### src/rtl/div_pkg.sv
// rtl/div_pkg.sv - shared state encoding, default width and magnitude helper for seq_divider
package div_pkg;

  localparam int DIV_WIDTH_DEFAULT = 8;

  typedef enum logic [1:0] {
    S_IDLE = 2'b00,
    S_CALC = 2'b01,
    S_FIX  = 2'b10
  } div_state_t;

  // Callers sign-extend into 64 bits and size-cast the result back down;
  // the most negative value maps to 2^(WIDTH-1), which fits unsigned in WIDTH bits.
  function automatic logic [63:0] abs_mag(input logic signed [63:0] v);
    return v[63] ? 64'(-v) : 64'(v);
  endfunction

endpackage

### src/rtl/div_step.sv
// rtl/div_step.sv - one combinational restoring-division iteration
module div_step #(
  parameter int WIDTH = 8
) (
  input  logic [WIDTH:0]   R,
  input  logic [WIDTH-1:0] Q,
  input  logic [WIDTH-1:0] Dmag,
  output logic [WIDTH:0]   R_next,
  output logic [WIDTH-1:0] Q_next
);

  logic [WIDTH+1:0] shifted;
  logic [WIDTH+1:0] diff;

  always_comb begin
    shifted = {R, Q[WIDTH-1]};
    diff    = shifted - {2'b00, Dmag};
    // A set top bit means the trial subtraction went negative: restore.
    if (diff[WIDTH+1]) begin
      R_next = shifted[WIDTH:0];
      Q_next = {Q[WIDTH-2:0], 1'b0};
    end else begin
      R_next = diff[WIDTH:0];
      Q_next = {Q[WIDTH-2:0], 1'b1};
    end
  end

endmodule

### src/rtl/seq_divider.sv
// rtl/seq_divider.sv - multi-cycle signed restoring divider, Start/Done handshake
// Optional DivByZero/Overflow outputs when DIV_EXCEPTION_EN is defined.
module seq_divider
  import div_pkg::*;
#(
  parameter int WIDTH = DIV_WIDTH_DEFAULT
) (
  input  logic                    clk,
  input  logic                    Resetn,
  input  logic                    Start,
  input  logic signed [WIDTH-1:0] Dividend,
  input  logic signed [WIDTH-1:0] Divisor,
  output logic                    Busy,
  output logic                    Done,
`ifdef DIV_EXCEPTION_EN
  output logic                    DivByZero,
  output logic                    Overflow,
`endif
  output logic signed [WIDTH-1:0] Quotient,
  output logic signed [WIDTH-1:0] Remainder
);

  localparam int CW = (WIDTH > 1) ? $clog2(WIDTH) : 1;
  localparam logic [CW-1:0] LAST = CW'(WIDTH - 1);

  div_state_t       state;
  logic [CW-1:0]    count;
  logic [WIDTH:0]   r_acc;
  logic [WIDTH-1:0] q_acc;
  logic [WIDTH-1:0] d_mag;
  logic [WIDTH-1:0] dvd;
  logic             sign_a;
  logic             sign_b;
  logic             dz;
  logic             ovf;
  logic [WIDTH:0]   r_next;
  logic [WIDTH-1:0] q_next;

  div_step #(.WIDTH(WIDTH)) u_step (
    .R      (r_acc),
    .Q      (q_acc),
    .Dmag   (d_mag),
    .R_next (r_next),
    .Q_next (q_next)
  );

  always_ff @(posedge clk) begin
    if (!Resetn) begin
      state     <= S_IDLE;
      Busy      <= 1'b0;
      Done      <= 1'b0;
      Quotient  <= '0;
      Remainder <= '0;
      count     <= '0;
      r_acc     <= '0;
      q_acc     <= '0;
      d_mag     <= '0;
      dvd       <= '0;
      sign_a    <= 1'b0;
      sign_b    <= 1'b0;
      dz        <= 1'b0;
      ovf       <= 1'b0;
`ifdef DIV_EXCEPTION_EN
      DivByZero <= 1'b0;
      Overflow  <= 1'b0;
`endif
    end else begin
      Done <= 1'b0;
      case (state)
        S_IDLE: begin
          if (Start) begin
            q_acc  <= WIDTH'(abs_mag(64'(Dividend)));
            d_mag  <= WIDTH'(abs_mag(64'(Divisor)));
            dvd    <= Dividend;
            sign_a <= Dividend[WIDTH-1];
            sign_b <= Divisor[WIDTH-1];
            dz     <= (Divisor == '0);
            ovf    <= (Dividend == {1'b1, {(WIDTH-1){1'b0}}}) && (Divisor == '1);
            r_acc  <= '0;
            count  <= '0;
            Busy   <= 1'b1;
            state  <= S_CALC;
          end
        end
        S_CALC: begin
          r_acc <= r_next;
          q_acc <= q_next;
          count <= count + CW'(1);
          if (count == LAST) state <= S_FIX;
        end
        S_FIX: begin
          // Divide-by-zero overrides the datapath; overflow wraps naturally.
          if (dz) begin
            Quotient  <= '1;
            Remainder <= dvd;
          end else begin
            Quotient  <= (sign_a ^ sign_b) ? -q_acc : q_acc;
            Remainder <= sign_a ? -r_acc[WIDTH-1:0] : r_acc[WIDTH-1:0];
          end
`ifdef DIV_EXCEPTION_EN
          DivByZero <= dz;
          Overflow  <= ovf;
`endif
          Done  <= 1'b1;
          Busy  <= 1'b0;
          state <= S_IDLE;
        end
        default: state <= S_IDLE;
      endcase
    end
  end

endmodule

### config.mk
export PLATFORM = sky130hd
export DESIGN_NAME = seq_divider
export DESIGN_NICKNAME = d
export VERILOG_FILES = /design/src/rtl/div_pkg.sv /design/src/rtl/div_step.sv /design/src/rtl/seq_divider.sv
export SDC_FILE = /design/constraint.sdc
export NUM_CORES = 1
export LEC_CHECK = 0
export ABC_AREA = 1
export ABC_CLOCK_PERIOD_IN_PS = 2300
export BUFFER_PORTS_ARGS = -buffer_cell sky130_fd_sc_hd__clkbuf_2
export CAP_MARGIN = 20
export CORE_MARGIN = 3
export CORE_UTILIZATION = 41
export DETAILED_ROUTE_END_ITERATION = 16
export SYNTH_ARGS = -nofsm -noshare
export SYNTH_HDL_FRONTEND = slang
export SYNTH_HIERARCHICAL = 1
export SYNTH_SLANG_ARGS = --single-unit
### constraint.sdc
create_clock -name clk -period 2.3 [get_ports clk]
set_clock_uncertainty 0.05 [all_clocks]
set_input_delay 0.46 -clock clk [delete_from_list [all_inputs] [get_ports clk]]
set_output_delay 0.46 -clock clk [all_outputs]
set_load 0.1 [all_outputs]
==> metrics.yaml, run 1 <==
placed_design:
  hpwl_um: 6489
  place.gp.congestion: 0.8519
  io_buffers: 36
  post-place-cells: 658
detailed_routing:
  drtIter0Drc: 161
  dr.pass1.iters: 4
  ant_nets: 0
  vias: 3372
  drc: 0
  wl_um: 8606
  routedWlPerCell_um: 12.81
  avgViaCountPerCell: 5.018
power:
  clkPwrFrac_pct: 25.4
  p_per_area_nw_per_um2: 906.6
  p_sw_share_pct: 39.78
  pwr-share-comb_pct: 42.4
  p_leak_nw: 1.984
  fin_total_pwr_mw: 3.708
  pwr-share-seq_pct: 32.2
  p_sw_mw: 1.475
  irDropWorstVdd_mv: 0.4101
  p_int_mw: 2.233
setup_path:
  cp-end-kind: "flop"
  cp_max_fo: 5
  cp.required_ns: 2.47
  arrival_ns: 2.25
  crit_type: "reg -> reg"
  cp-start-kind: "flop"
clock_network:
  clockBufferDepth: 2
  htree_num_levels: 3
  cts_tree: "built"
  ctsRootBufferMaster: "clkbuf_8"
  cts_setup_buffers: 0
  clock-sinks: 58
  clkSlewWorstSetupHoldPaths_ns: 0.07
  clk-insertion-delay-late_ns: 0.33
  post_cts_resized: 0
  hold_buffers: 0
  cts_buffers: 9
die:
  ioPinCount: 37
  coreArea_um2: 8464
  dieWidth_um: 100.6
  die-area_um2: 10120
  rows: 33
  die_y_um: 100.6
  start_util_pct: 43.36
logic_synthesis:
  postSynth.asyncResetShare_pct: 0
  synth_top_area_cell: "dfxtp_1"
  synth_edf_count: 0
  synth_most_common_cell: "nand2_1"
  synth-seq-area-share_pct: 31.64
  synthTopCellsByCount: "121 x nand2_1, 64 x inv_1, 58 x dfxtp_1, 57 x nor2_1, 42 x nand3_1"
  synth-warning-count: 6
  syn_area_per_cell_um2: 6.911
  synth_area_leaders: "dfxtp_1 32%, nand2_1 12%, inv_1 6.5%"
  syn_area_um2: 3670
  synth_top_area_share_pct: 31.64
  synth_cell_types: 41
  synth-seq-cells: 58
  synth_cells: 531
  syn_nets: 565
  synth-main-ff-cell: "dfxtp_1"
timing:
  setup_viol: 0
  max_freq_ghz: 0.4813
  tightestPinTransition_ns: 0.5449
  period_needed_ns: 2.078
  hold_viol: 0
  slew_viol_final: 0
  rsz0062_at_grt: "false"
  period_share_pct: 90.33
  slew_headroom_pct: 63.83
  setup_tns_ns: 0
job:
  max-cap-violations: 0
global_routing:
  antenna_found_initial: 0
  grt_first_pass_wirelength_um: 15170
  grt_pass1_vias: 3330
  grt.total_usage_pct: 18.54
  grt_overflow: 0
  grt_max_degree: 28
final_layout:
  diodes: 0
  syn_to_final_growth_pct: 11.46
  drive_gt1_share_pct: 17.81
  nNetsFinal: 598
  final_cells: 672
outcome:
  status: "complete, no violations"
worst_hold_path:
  hold_path.class: "in -> reg"
==> per-stage QoR <==
stage / instance area, um2 / hold WS [ns] / utilization (%) / setup WS, ns
CTS: 4069 / 0.3198 / 48.07 / 0.1628
floorplan: 3670 / 0.3797 / - / 0.4227
global route: 4090 / 0.3445 / 48.32 / 0.01131
global placement: 3877 / 0.3922 / 45.81 / 0.1951
finish: 4090 / 0.3389 / 48.32 / 0.2225
detailed placement: 3877 / 0.3974 / 45.81 / 0.1790
==> final cells by class <==
cell class,count,area (um2)
clock inverters,3,40.04
multi-input cells,378,2081
repair buffers,46,255.2
inverters,71,266.5
flip-flops and latches,58,1165
clock buffers,11,151.4
well taps,105,131.4
fillers,881,4374
==> cell usage in the layout (no fill, tap or decap), drive strengths merged, types with 2 or more instances in the layout <==
cell type and instances:
nor3 2, a22oi 12, inv 69, xnor2 6
nand2 127, nor2 64, nand4 5, buf 10
o21ai 35, clkinv 4, nand3 44, xor2 10
clkbuf 47, a31oi 3, o211ai 2, nand3b 5
or2 2, a21oi 44, dfxtp 58, ha 14
==> layer usage <==
| layer | share of wire [%] | GRT usage, % |
|---|---|---|
| met1 | 49 | 24.72 |
| met2 | 45 | 29.82 |
| met3 | 4.4 | 3.806 |
| met4 | 1.5 | 6.218 |
| met5 | 0 | 0 |
==> power by group through the flow <==
stage / registers, mW / logic [mW] / clock network, mW
after floorplan: 1.20 / 1.26 / 0
after global placement: 1.21 / 1.50 / 0
after detailed placement: 1.21 / 1.51 / 0
after CTS: 1.19 / 1.52 / 0.978
after global routing: 1.21 / 1.80 / 1.02
final: 1.20 / 1.57 / 0.940
==> kinds of logic after synthesis <==
logic type,count (synthesis),share of synthesized area (%)
fa+ha+maj,15,5.319
simple gates,249,30.48
flops,58,31.64
xor+xnor,16,4.023
buf+inv,95,12.14
compound gates,98,16.40
==> path summary, 6_finish.rpt <==
path,from,to,slack (ns),depth (start not counted)
hold reg to reg,dvd[3]$_SDFFE_PN0P_,dvd[3]$_SDFFE_PN0P_,0.41,2
setup reg to reg,q_acc[7]$_SDFFE_PN0P_,r_acc[8]$_SDFFE_PN0P_,0.22,13
setup / recovery,q_acc[7]$_SDFFE_PN0P_,r_acc[8]$_SDFFE_PN0P_,0.22,13
hold / removal,Divisor[1],d_mag[1]$_SDFFE_PN0P_,0.34,3
==> state kept, by name, indices dropped and copies added (netlist names) <==
register,flops
r_acc,9
Quotient,8
Remainder,8
d_mag,8
dvd,8
q_acc,8
count,3
state,2
Busy,1
Done,1
dz,1
sign_b,1
==> worst max-delay path, cell delays in order, from the launching register on <==
cell and delay [ns]:
dfxtp_2 0.37, inv_1 0.05, ha_1 0.22, fa_1 0.42
inv_1 0.07, nand2_1 0.05, nand2_1 0.09, nand3_1 0.11
nand3_1 0.10, nand2_1 0.06, nand3_1 0.09, nand2_1 0.06
a22oi_1 0.16, nor2_1 0.05
No activity file was read; power rests on OpenSTA's default activity.
==> run 2, diff against run 1 <==
- ABC_CLOCK_PERIOD_IN_PS: 2300 -> 1950
- clock period: 2.3 -> 1.95 ns (I/O delays scaled with it)
==> run 2 against run 1 <==
Effect of this change: global-route usage grew 0.058 points; critical path depth did not move; clock-buffer cell count rose by 2.
==> metrics.yaml, run 2 (synthesis gave the netlist of run 1 again) <==
setup_path:
  cpMaxStageDelayCell: "fa_2"
  reg2reg_from: "q_acc[7]$_SDFFE_PN0P_"
  cp-start-kind: "flop"
  cp_max_fo: 3  # -2
  rrSetupSlack_ns: 0.03  # -0.20 ns
  r2r-end: "r_acc[6]$_SDFFE_PN0P_"
  cpPeakStageDelay_ns: 0.40  # -0.02 ns
  cp-startpoint: "q_acc[7]$_SDFFE_PN0P_"
  reg2reg_depth: 13  # unchanged
  cp.depth: 13  # unchanged
  cp-end-kind: "flop"
  cp.required_ns: 2.11  # -0.36 ns
  crit_chain: "inv_2 -> ha_4 -> fa_2 -> inv_2 -> nand2_2 -> nand2_4 -> nand3b_1 -> nand3_1 -> nand2_1 -> nand3_1 -> nand2_1 -> a22oi_2 -> nor2_1"
  arrival_ns: 2.09  # -0.16 ns
  critPathTopFamily: "simple AND/OR/NAND/NOR gates"
  crit_type: "reg -> reg"
  path_buf_inv: 2  # unchanged
power:
  irDropWorstVdd_mv: 0.4731  # +15%
  p_leak_nw: 2.106  # +6.1%
  fin_total_pwr_mw: 5.026  # +36%
  p_per_area_nw_per_um2: 1129  # +24%
timing:
  max_freq_ghz: 0.5198  # +8.0%
  period_needed_ns: 1.924  # -0.1538 ns
  hold_viol: 0  # unchanged
  period_share_pct: 98.66  # +8.3 points
  worst_hold_slack_ns: 0.2466  # -0.09228 ns
  rsz0062_at_grt: "true"
  slew_viol_final: 0  # unchanged
  setup_tns_ns: 0  # unchanged
  setup_viol: 0  # unchanged
  slew_headroom_pct: 63.44  # -0.39 points
  tightestPinTransition_ns: 0.5508  # +0.005944 ns
detailed_routing:
  avgViaCountPerCell: 5.099  # +1.6%
  ant_nets: 0  # unchanged
  vias: 3539  # +5.0%
  routedWlPerCell_um: 13.16  # +2.8%
  wl_um: 9134  # +6.1%
  drtIter0Drc: 181  # +12%
  drc: 0  # unchanged
  dr.pass1.iters: 4  # unchanged
final_layout:
  nNetsFinal: 619  # +3.5%
  ff_latch_area_um2: 1169  # +0.32%
  fin_area_um2: 4453  # +8.9%
  largest_reg_flops: 9  # unchanged
  drive_gt1_share_pct: 24.45  # +6.6 points
  diodes: 0  # unchanged
  final_common_cell: "nand2_1"
  final_cell_mix: "113 x nand2_1, 60 x inv_1, 57 x nor2_1"
  largest-register: "r_acc"
  fillers: 811  # -7.9%
  syn_to_final_growth_pct: 21.34
  multi_input_area_um2: 2267  # +9.0%
  final_cells: 694  # +3.3%
job:
  max-cap-violations: 0  # unchanged
die:
  coreArea_um2: 8464  # unchanged
  start_util_pct: 43.36  # unchanged
  rows: 33  # unchanged
  dieWidth_um: 100.6  # unchanged
  die_y_um: 100.6  # unchanged
  ioPinCount: 37  # unchanged
  die-area_um2: 10120  # unchanged
clock_network:
  cts_tree: "built"
  clockBufferDepth: 2  # unchanged
  htree_num_levels: 3  # unchanged
  hold_buffers: 0  # unchanged
  clk-insertion-delay-late_ns: 0.33  # about the same
  clock-sinks: 58  # unchanged
  clkSlewWorstSetupHoldPaths_ns: 0.06  # about the same
  ctsRootBufferMaster: "clkbuf_8"
  cts_buffers: 9  # unchanged
placed_design:
  place_area_um2: 3968  # +2.3%
  io_buffers: 36  # unchanged
  place.gp.congestion: 0.8675  # +1.8%
  post-place-cells: 670  # +1.8%
  hpwl_um: 6530  # +0.64%
worst_hold_path:
  whs_path_depth: 3  # unchanged
  worstHoldEndpoint: "count[1]$_SDFFE_PN0P_"
  hp-start: "Resetn"
  hold_path.class: "in -> reg"
outcome:
  status: "complete, no violations"
global_routing:
  grt_max_degree: 33  # +18%
  antenna_found_initial: 0  # unchanged
  grt_overflow: 0  # unchanged
  grt.total_usage_pct: 18.60  # +0.058 points
  grt_pass1_vias: 3351  # +0.63%
  grt_first_pass_wirelength_um: 15170  # unchanged
-- run 2: changes by cell type in the layout (fill, tap and decap cells not counted), sizes merged --
cell,change
buf,+18
clkbuf,+2
clkinv,-1
nand2,+1
nand4,+2
-- run 2: cell type report --
type                       instances  area share, %
multi-input combinational        381          50.91
sequential                        58          26.24
timing repair buffer              64          9.328
inverter                          71          5.985
clock buffer                      13          3.793
tap                              105          2.950
clock inverter                     2         0.7867
-- run 2: how the worst max path moves through the flow --
stage | end | slack [ns]
4_1_cts | r_acc[2]$_SDFFE_PN0P_ | 0.001
3_3_place_gp | r_acc[6]$_SDFFE_PN0P_ | -0.03
6_report | r_acc[6]$_SDFFE_PN0P_ | 0.03
5_1_grt | r_acc[6]$_SDFFE_PN0P_ | -0.13
2_1_floorplan | r_acc[8]$_SDFFE_PN0P_ | 0.07
3_5_place_dp | r_acc[6]$_SDFFE_PN0P_ | -0.05
-- run 2: where the power goes --
part | leakage (nW) | total (mW) | switching, mW | internal [mW]
sequential | 0.476 | 1.40 | 0.111 | 1.29
combinational | 1.52 | 2.47 | 1.44 | 1.03
clock | 0.106 | 1.15 | 0.460 | 0.686
total | 2.11 | 5.03 | 2.01 | 3.01
-- run 2: worst register-to-register path, delay by kind of cell (launching register included) --
kind / cells / cell delay [ns]
AOI/OAI and AO/OA: 1 / 0.17
adders and majority gates: 2 / 0.56
buffers and inverters: 2 / 0.11
DFF: 1 / 0.33
and+or+nand+nor: 8 / 0.58
-- run 2: routing by layer --
metal  global-route usage [%]  routed length [um]  up-vias
li1                         -                   -     1823
met1                    24.04                4187     1616
met2                    30.43                4276       84
met3                    4.014                 494       16
met4                    6.736                 176        0
met5                        0                   0        -
-- run 2: repair_timing --
item	4_1_cts	5_1_grt
setup endpoints to repair	10	10
cloned	0	3
buffers inserted	0	6
pin swaps	0	17
endpoints found under the hold margin	0	0
resized for setup	7	30
-- run 2: stage by stage --
step,util [%],worst slack [ns]
2_1_floorplan,-,0.07272
3_3_place_gp,46.87,-0.03020
3_5_place_dp,46.87,-0.04610
4_1_cts,49.73,0.001383
5_1_grt,52.61,-0.1290
6_report,52.61,0.02623
==> run 3, diff against run 2 <==
- CORE_ASPECT_RATIO: unset -> 1.1
- PLACE_DENSITY: unset -> 0.71
- SKIP_CTS_REPAIR_TIMING: unset -> 1
==> run 3 against run 2 <==
Effect of this change: the run now ends with setup timing left; clock-buffer cell count decreased by 1; worst hold slack improved by 0.017 ns; flip-flop and latch count unchanged; combinational power about the same; non-clock buffer count decreased by 4; die area about the same; sequential share of layout area increased by 0.084 points; clock power increased by 11%; total power increased by 2.1%; maximum frequency decreased by 3.4%.
==> metrics.yaml, run 3 (synthesis gave the netlist of run 1 again) <==
detailed_routing:
  wl_um: 9484  # +3.8%
  ant_nets: 0  # unchanged
  drc: 0  # unchanged
  drtIter0Drc: 225  # +24%
  avgViaCountPerCell: 5.193  # +1.8%
  dr.pass1.iters: 5  # +1
  vias: 3609  # +2.0%
  routedWlPerCell_um: 13.65  # +3.7%
clock_network:
  clock-sinks: 58  # unchanged
  clk-insertion-delay-late_ns: 0.34  # about the same
  cts_tree: "built"
  cts_buffers: 9  # unchanged
  clkSlewWorstSetupHoldPaths_ns: 0.06  # about the same
  htree_num_levels: 3  # unchanged
  clockBufferDepth: 2  # unchanged
  ctsRootBufferMaster: "clkbuf_8"
die:
  start_util_pct: 42.97  # -0.38 points
  dieWidth_um: 96.21  # -4.4%
  die-area_um2: 10120  # about the same
  ioPinCount: 37  # unchanged
  coreArea_um2: 8539  # +0.89%
  die_y_um: 105.2  # +4.6%
  rows: 35  # +6.1%
final_layout:
  largest-register: "r_acc"
  fillers: 830  # +2.3%
  syn_to_final_growth_pct: 21.34  # unchanged
  drive_gt1_share_pct: 24.14  # -0.30 points
  final_cell_mix: "114 x nand2_1, 62 x inv_1, 57 x nor2_1"
  final_util_pct: 52.15  # -0.46 points
  diodes: 0  # unchanged
  fin_area_um2: 4453  # unchanged
  final_cells: 695  # +0.14%
  nNetsFinal: 615  # -0.65%
  final_common_cell: "nand2_1"
  largest_reg_flops: 9  # unchanged
timing:
  worst_hold_slack_ns: 0.2634  # +0.01684 ns
  tightestPinTransition_ns: 0.6104  # +0.05960 ns
  slew_headroom_pct: 59.21  # -4.2 points
  max_freq_ghz: 0.5024  # -3.4%
  slew_viol_final: 0  # unchanged
  setup_slack_ns: -0.04062  # -0.06685 ns
  hold_viol: 0  # unchanged
  setup_viol: 1  # +1
  rsz0062_at_grt: "true"
  period_share_pct: 102.1  # +3.4 points
  setup_tns_ns: -0.04062  # -0.04062 ns
  period_needed_ns: 1.991  # +0.06685 ns
power:
  fin_total_pwr_mw: 5.131  # +2.1%
  irDropWorstVdd_mv: 0.4968  # +5.0%
  p_per_area_nw_per_um2: 1152  # +2.1%
  p_sw_mw: 2.035  # +1.1%
  p_sw_share_pct: 39.66  # -0.40 points
  p_int_mw: 3.096  # +2.8%
  clkPwrFrac_pct: 24.9  # +2.1 points
  p_leak_nw: 2.099  # -0.33%
  pwr-share-comb_pct: 47.5  # -1.7 points
  pwr-share-seq_pct: 27.6  # -0.4 points
worst_hold_path:
  hold_path.class: "in -> reg"
  whs_path_depth: 3  # unchanged
  worstHoldEndpoint: "d_mag[1]$_SDFFE_PN0P_"
  hp-start: "Divisor[1]"
setup_path:
  arrival_ns: 2.15  # +0.06 ns
  crit_type: "reg -> reg"
  reg2reg_depth: 13  # unchanged
  cp-startpoint: "q_acc[7]$_SDFFE_PN0P_"
  r2r-end: "r_acc[6]$_SDFFE_PN0P_"
  reg2reg_from: "q_acc[7]$_SDFFE_PN0P_"
  cp-start-kind: "flop"
  cp_max_fo: 3  # unchanged
  rrSetupSlack_ns: -0.04  # -0.07 ns
  cp.required_ns: 2.11  # about the same
  cp-end-kind: "flop"
global_routing:
  grt_pass1_vias: 3278  # -2.2%
  grt_overflow: 0  # unchanged
  grt.total_usage_pct: 18.12  # -0.48 points
  grt_max_degree: 35  # +6.1%
  antenna_found_initial: 0  # unchanged
  grt_first_pass_wirelength_um: 14550  # -4.1%
job:
  max-cap-violations: 0  # unchanged
outcome:
  violations: "setup timing"
  status: "complete, but fails checks"
placed_design:
  post-place-cells: 674  # +0.60%
  place.gp.congestion: 0.8463  # -2.4%
  place_area_um2: 3960  # -0.19%
  hpwl_um: 6572  # +0.63%
  preCtsSetupSlack_ns: -0.1089  # -0.06282 ns
  io_buffers: 36  # unchanged
[run 3: how the worst max path moves through the flow]
stage                            endpoint  slack, ns  cells after the start
finish              r_acc[6]$_SDFFE_PN0P_      -0.04                     13
global route        r_acc[6]$_SDFFE_PN0P_      -0.17                     14
CTS                 r_acc[6]$_SDFFE_PN0P_      -0.12                     13
detailed placement  r_acc[6]$_SDFFE_PN0P_      -0.11                     13
global placement    r_acc[6]$_SDFFE_PN0P_      -0.02                     13
floorplan           r_acc[8]$_SDFFE_PN0P_       0.07                     13
[run 3: final cells by class]
cell class,count,area [um2],area share [%]
clock buffer,12,165.2,3.709
sequential,58,1172,26.33
tap,111,138.9,3.119
clock inverter,2,60.06,1.349
timing repair buffer,60,385.4,8.654
multi-input combinational,381,2265,50.86
inverter,71,266.5,5.985
[run 3: power by group through the flow]
stage,clock [mW],combinational [mW],sequential (mW)
2_1_floorplan,0,1.49,1.42
3_3_place_gp,0,1.82,1.40
3_5_place_dp,0,1.88,1.41
4_1_cts,1.30,1.90,1.38
5_1_grt,1.36,2.67,1.43
6_report,1.28,2.44,1.41
[run 3: critical path, cell delays in order (launching register included)]
cell      delay, ns
dfxtp_2        0.34
inv_2          0.04
ha_4           0.16
fa_2           0.41
inv_2          0.06
nand2_2        0.04
nand2_2        0.07
nand3b_1       0.13
nand3_1        0.09
nand2_1        0.06
nand3_1        0.07
nand2_1        0.07
a22oi_2        0.18
nor2_1         0.07
[run 3: per-layer routing]
layer | wire length, um | vias up | GRT usage (%) | share of wire (%)
li1 | - | 1817 | - | -
met1 | 4069 | 1661 | 22.84 | 43
met2 | 4692 | 107 | 29.01 | 49
met3 | 463 | 24 | 3.569 | 4.9
met4 | 260 | 0 | 8.943 | 2.7
met5 | 0 | - | 0 | 0
